--- config.mk ---
export PLATFORM = sky130hd
export DESIGN_NAME = addsub_accumulator
export DESIGN_NICKNAME = d
export VERILOG_FILES = /design/src/rtl/addsub_pkg.sv /design/src/rtl/addsub_term_decode.sv /design/src/rtl/addsub_accumulator.sv
export SDC_FILE = /design/constraint.sdc
export NUM_CORES = 1
export LEC_CHECK = 0
export BUFFER_PORTS_ARGS = -buffer_cell sky130_fd_sc_hd__buf_4
export CORE_UTILIZATION = 42
export CTS_BUF_LIST = sky130_fd_sc_hd__clkbuf_8
export DETAILED_ROUTE_END_ITERATION = 10
export SYNTH_ARGS = -nofsm -noshare
export SYNTH_HDL_FRONTEND = slang
export SYNTH_SLANG_ARGS = --single-unit
--- constraint.sdc ---
create_clock -name clk -period 3.25 [get_ports clk]
set_input_delay 0 -clock clk [delete_from_list [all_inputs] [get_ports clk]]
set_output_delay 0 -clock clk [all_outputs]
set_load 0.05 [all_outputs]
--- src/rtl/addsub_pkg.sv ---
// Shared types and constants for the add/subtract accumulator slice.
package addsub_pkg;

  localparam int unsigned TERM_W = 4;

  typedef enum logic [1:0] {
    IDLE,
    ACCUM,
    DONE
  } state_t;

endpackage

--- src/rtl/addsub_term_decode.sv ---
// Maps a raw 2-bit adder/subtractor result plus carry/borrow to a signed term.
module addsub_term_decode
  import addsub_pkg::*;
(
  input  logic                     mode,
  input  logic                     cbout,
  input  logic [1:0]               sum,
  output logic signed [TERM_W-1:0] term
);

  // A subtract borrow means the true result is sum-4, i.e. sum with ones above it.
  always_comb begin
    if (mode) begin
      term = {{(TERM_W-2){cbout}}, sum};
    end else begin
      term = {{(TERM_W-3){1'b0}}, cbout, sum};
    end
  end

endmodule

--- src/rtl/addsub_accumulator.sv ---
// Accumulates MAX_OPS signed add/subtract results into a saturating total.
module addsub_accumulator
  import addsub_pkg::*;
#(
  parameter  int unsigned ACC_W   = 8,
  parameter  int unsigned MAX_OPS = 16,
  localparam int unsigned CNT_W   = $clog2(MAX_OPS + 1)
) (
  input  logic             clk,
  input  logic             reset,
  input  logic             start,
  input  logic             clear,
  input  logic [1:0]       sum,
  input  logic             cbout,
  input  logic             mode,
  input  logic             in_valid,
  output logic             in_ready,
  output logic [ACC_W-1:0] acc,
  output logic [CNT_W-1:0] op_count,
  output logic             sat,
  output logic             out_valid,
  input  logic             out_ready
);

  state_t                     state_q, state_d;
  logic [ACC_W-1:0]           acc_q, acc_d;
  logic [CNT_W-1:0]           cnt_q, cnt_d;
  logic                       sat_q, sat_d;
  logic signed [TERM_W-1:0]   term;
  logic [ACC_W:0]             wide;
  logic                       ovf;
  logic [ACC_W-1:0]           clamp_val;
  logic                       last_op;

  addsub_term_decode u_decode (
    .mode  (mode),
    .cbout (cbout),
    .sum   (sum),
    .term  (term)
  );

  // One guard bit: overflow when the two top bits of the sign-extended sum differ.
  always_comb begin
    wide      = {acc_q[ACC_W-1], acc_q} + {{(ACC_W+1-TERM_W){term[TERM_W-1]}}, term};
    ovf       = wide[ACC_W] ^ wide[ACC_W-1];
    clamp_val = wide[ACC_W] ? {1'b1, {(ACC_W-1){1'b0}}} : {1'b0, {(ACC_W-1){1'b1}}};
    last_op   = (cnt_q == CNT_W'(MAX_OPS - 1));
  end

  always_comb begin
    state_d = state_q;
    acc_d   = acc_q;
    cnt_d   = cnt_q;
    sat_d   = sat_q;
    if (clear) begin
      state_d = IDLE;
      acc_d   = '0;
      cnt_d   = '0;
      sat_d   = 1'b0;
    end else begin
      case (state_q)
        IDLE: begin
          if (start) begin
            state_d = ACCUM;
            acc_d   = '0;
            cnt_d   = '0;
            sat_d   = 1'b0;
          end
        end
        ACCUM: begin
          if (in_valid) begin
            acc_d = ovf ? clamp_val : wide[ACC_W-1:0];
            sat_d = sat_q | ovf;
            cnt_d = cnt_q + CNT_W'(1);
            if (last_op) begin
              state_d = DONE;
            end
          end
        end
        DONE: begin
          if (out_ready) begin
            state_d = IDLE;
          end
        end
        default: state_d = IDLE;
      endcase
    end
  end

  always_ff @(posedge clk) begin
    if (reset) begin
      state_q <= IDLE;
      acc_q   <= '0;
      cnt_q   <= '0;
      sat_q   <= 1'b0;
    end else begin
      state_q <= state_d;
      acc_q   <= acc_d;
      cnt_q   <= cnt_d;
      sat_q   <= sat_d;
    end
  end

  assign in_ready  = (state_q == ACCUM);
  assign out_valid = (state_q == DONE);
  assign acc       = acc_q;
  assign op_count  = cnt_q;
  assign sat       = sat_q;

endmodule

# == After elaboration in Yosys (flattened, before gate mapping) ==
# Cells that the tools add are included.
# W data, S select, Z words.
# op_classes
bitwise_logic,2
muxes,17
n_eq_ne,7
n_reduce_logical,5
n_addsub,2
# op_table
operator,n
$mux W8,4
$pmux W8 S2,1
$mux W5,2
$pmux W5 S2,1
$add A8 B4 Y9,1
$mux W2,4
$pmux W2 S3,1
$add A5 B1 Y5 const B,1
$eq A5 B4 Y1 const B,1
$mux W4,1
$ne A2 B1 Y1 const B,2
$ne A2 B2 Y1 const B,2
$reduce_and A4 Y1,1
$reduce_and A3 Y1,1
$eq A2 B1 Y1 const B,1
$eq A2 B2 Y1 const B,1
$logic_not A2 Y1,1
$mux W1,2
$pmux W1 S2,1
$reduce_bool A2 Y1,1
$reduce_or A2 Y1,1
$or A1 B1 Y1,1
$xor A1 B1 Y1,1
# totals
inputBits,10
register_bits,16
out_inout_bits,16

# == Depth between registers and ports, before layout ==
# logic_depth
depth_word,6
mapped_depth,8

# == Cells and area by module ==
# A second synthesis with hierarchy kept.
# hier_totals
hier_cells,124
hier_area_um2,1092.3
# modules_own_cells
mod,area_per_inst_um2,cells_per_inst,n_inst
addsub_accumulator,1063.5,120,1
addsub_term_decode,28.8,4,1

# == Worst setup path before layout ==
# No wires, ideal clock.
# synth_timing
path_type,register to register
startpoint,"reg acc_q[0], in the netlist acc[0]"
endpoint,"reg acc_q[0], in the netlist acc[0]"
path_buffers,0
period_less_slack_ns,2.463
path_slack_ns,0.787
setup_time_ns,0.146
t_required_ns,3.104
arrival_time_ns,2.318
stages_incl_launch_ff,8
path_cell_list,dfxtp_1 ha_1 fa_1 a21o_1 a311oi_2 a21oi_1 nor4_4 o211ai_1
# synth_between
elab_chain_len,5
elab_cells_between_ends,6
# synth_lines
element,line_no,text
from (decl),addsub_accumulator.sv:26,"logic [ACC_W-1:0] acc_q, acc_d;"
from (signal assigned),addsub_accumulator.sv:93,acc_q <= '0;
from (signal assigned),addsub_accumulator.sv:98,acc_q <= acc_d;
$add A8 B4 Y9 (*),addsub_accumulator.sv:44,"wide = {acc_q[ACC_W-1], acc_q} + {{(ACC_W+1-TERM_W){term[TERM_W-1]}}, term};"
$mux W8 or $xor A1 B1 Y1 (tied branches),"addsub_accumulator.sv:46, addsub_accumulator.sv:45",
$mux W8 (*),addsub_accumulator.sv:72,acc_d = ovf ? clamp_val : wide[ACC_W-1:0];
$mux W8 (*),addsub_accumulator.sv:71,if (in_valid) begin
$pmux W8 S2 (*),addsub_accumulator.sv:61,case (state_q)
# Every way passes the cells marked *; elsewhere a longest branch is shown, timed or not. The select of a mux whose other input is x is not followed.
# A chain may end at the register's enable or synchronous reset.

# == Final worst setup path ==
# layout_timing
startpoint,"reg acc_q[0], in the netlist acc[0]"
endpoint,"reg acc_q[1], in the netlist acc[1]"
# The elaborated chain is that of the path after synthesis.

==> metrics.txt <==
hold_buf cts=0; Final Max Tran Viols=0; Int Pwr=337 µW; Worst Hold Class=in2reg; H-tree lvl count=1; yosys warns=0; setup_tns=0 ps; largest cells by area after synthesis=dfxtp_1, ha_1, nand2_1, xnor2_1, nor2_1; peak supply drop=311 µV; Psw=116 µW; post-DR wirelength/cell=14.0 µm; Antenna diodes=0; largest area contributor in the netlist=dfxtp_1; worst-path maximum fanout=6; Post-Syn Instances=127; DRC viols=0; Sw Share=0.257; antenna violations before repair=0; finished layout cell area=1390 µm²; WHS Path Cells=4; first-pass GRT wire length=4.17 mm; skew final=1.00 ps; Core Rows=18; Area Overhead vs Synth=24.8%; fmax=412 MHz; final cycle utilization of the critical path=0.747; R2R depth=7; normalized max-slew margin=0.623; Worst Hold Endpoint=state_q[0]; I/O pins=26; CTS resizes=0; Req. time, crit path=3360 ps; status=complete, no violations; RR Endpoint=acc[1]; WS Path Type=reg2reg; area share of the largest cell type after synthesis=0.287; Synth Net Count=145; share of cells above drive strength 1=0.277; cell total after placement=181; Clock Path Buffers=2; Most used DFF post-synth=dfxtp_1; CTS tree=built; Nets=174; Hold Fails Final Rpt=0; max cap viols=0; CP Launch Type=register; Post-CTS Setup Inserts=0; clock buffer count from CTS=3; endpoint type of the worst setup path=register; Hold WS=74.2 ps; Post-synth EDFFs=0; DR vias/cell=5.48; Post-DP Area=1340 µm²; Vias=1013; min-delay src=in_valid; count of final setup violators=0; R2R Path Start=acc[0]; Worst Path Arrival=2530 ps; worst-skew pair later-pin latency=250 ps; post-synthesis register bit count=16; fin crit period=2430 ps; RD Place Congestion=0.788; Comb pwr share=0.167; die span in y=53.5 µm; fin cells=185; GRT Resource Usage Total=0.207; final WL=2.60 mm; Tightest Pin Transition=566 ps; Avg Cell Area, Syn=8.78 µm²; total grt overflow=0; Async S/R FF share, synth=0; post-synthesis sequential area ratio=0.287; count of cell types in the netlist=45; root buffer cell=clkbuf_8; RSZ-0062 raised after global routing=false; sequential power share=0.443; largest net degree at the start of global routing=10; hpwl dp=2.08 mm; DRT Pass-1 Iters=4; die width=53.5 µm; number of global-route vias before repair=895; core footprint=2500 µm²; Worst R2R Setup Slack=820 ps; initial core utilization=0.446; P_leak=0.000591 µW; CTS sink cnt=16; ANT nets after route=0; Pwr per Cell Area=326 nW/µm²; 1st-iter DRT viols=12; Pwr Total=454 µW; Die Area=2860 µm²; IO Port Bufs=25; Synth Cell Area=1110 µm²; Clock Pin Slew Worst Setup and Hold Paths=60 ps; Clock power frac=0.389
-- sequential cells by signal, indices dropped and copies added, names as in the netlist --
name and flops:
acc 8, state_q 2, op_count 5, sat 1
-- logic make-up (layout without fill, tap and decap cells) --
| kind of cell | count (synthesis) | after routing | synth area share |
|---|---|---|---|
| multiplexers | 2 | 2 | 0.0224 |
| flip-flops | 16 | 16 | 0.287 |
| adder cells (fa/ha/maj) | 10 | 10 | 0.117 |
| buffers and inverters | 6 | 34 | 0.0202 |
| XOR/XNOR | 8 | 8 | 0.0629 |
| AO/OA/AOI/OAI | 38 | 38 | 0.267 |
| AND/OR/NAND/NOR | 47 | 47 | 0.223 |
-- cell usage after synthesis (all sizes together) (4+ instances only) --
library cell	number
xnor2	6
inv	5
nor2	13
nand2	15
nand2b	4
o21ai	4
dfxtp	16
a21oi	6
ha	7
-- power groups by stage --
stage | sequential [µW] | combinational, µW | clock [µW]
6_report | 201 | 76.0 | 177
5_1_grt | 202 | 83.0 | 190
4_1_cts | 201 | 76.2 | 180
3_5_place_dp | 205 | 75.7 | 0
3_3_place_gp | 205 | 74.8 | 0
2_1_floorplan | 210 | 46.5 | 0
-- layout make-up --
cell class                      instances  area (µm²)
Fill cell                             246        1110
Multi-Input combinational cell        105         772
Sequential cell                        16         320
Timing Repair Buffer                   25         188
Clock buffer                            4        55.1
Tap cell                               30        37.5
Inverter                                5        18.8
-- metal layers --
| layer | share of wire | vias up | track usage |
|---|---|---|---|
| met5 | 0 | - | 0 |
| met4 | 0.0085 | 0 | 0.0526 |
| met3 | 0.032 | 4 | 0.0632 |
| met2 | 0.43 | 17 | 0.306 |
| met1 | 0.53 | 461 | 0.289 |
| li1 | - | 531 | - |
-- through the flow --
stage	setup slack (ps)	utilization
2_1_floorplan	787	-
3_3_place_gp	883	0.535
3_5_place_dp	848	0.535
4_1_cts	832	0.557
5_1_grt	669	0.557
6_report	823	0.557
-- worst max-delay path by stage --
| stage | to | slack (ps) | startpoint | cells after the start |
|---|---|---|---|---|
| 2_1_floorplan | acc[0] | 790 | acc[0] | 7 |
| 3_3_place_gp | acc[0] | 880 | acc[0] | 7 |
| 3_5_place_dp | acc[1] | 850 | acc[0] | 7 |
| 4_1_cts | acc[1] | 830 | acc[0] | 7 |
| 5_1_grt | acc[2] | 670 | acc[0] | 7 |
| 6_report | acc[1] | 820 | acc[0] | 7 |
-- cell usage in the layout, fill, tap and decap left out, types with 2 or more instances in the layout --
cell       netlist  final
nor2_1          13     13
ha_1             7      7
o21ai_0          4      4
xnor2_1          6      6
inv_1            4      4
a22oi_1          2      2
a211oi_1         2      2
a21oi_1          6      6
nand2b_1         4      4
nand3_1          3      3
dfxtp_1         16     16
o31a_1           2      2
nand2_1         14     14
a32oi_1          2      2
a21o_1           3      3
or2_2            2      2
o311ai_1         2      2
clkbuf_8         0      4
o211ai_1         3      3
nor2b_1          3      3
buf_4            0     25
maj3_2           2      2
xor2_1           2      2
a2bb2oi_1        2      2
-- critical path, stage by stage, from the launching register on --
cell and delay, ps:
dfxtp_1 320, ha_1 210, fa_1 400, a21o_1 230
a311oi_2 370, a21oi_1 260, nor4_4 340, o211ai_1 150
Note: power is estimated with default switching activity, not from simulation.
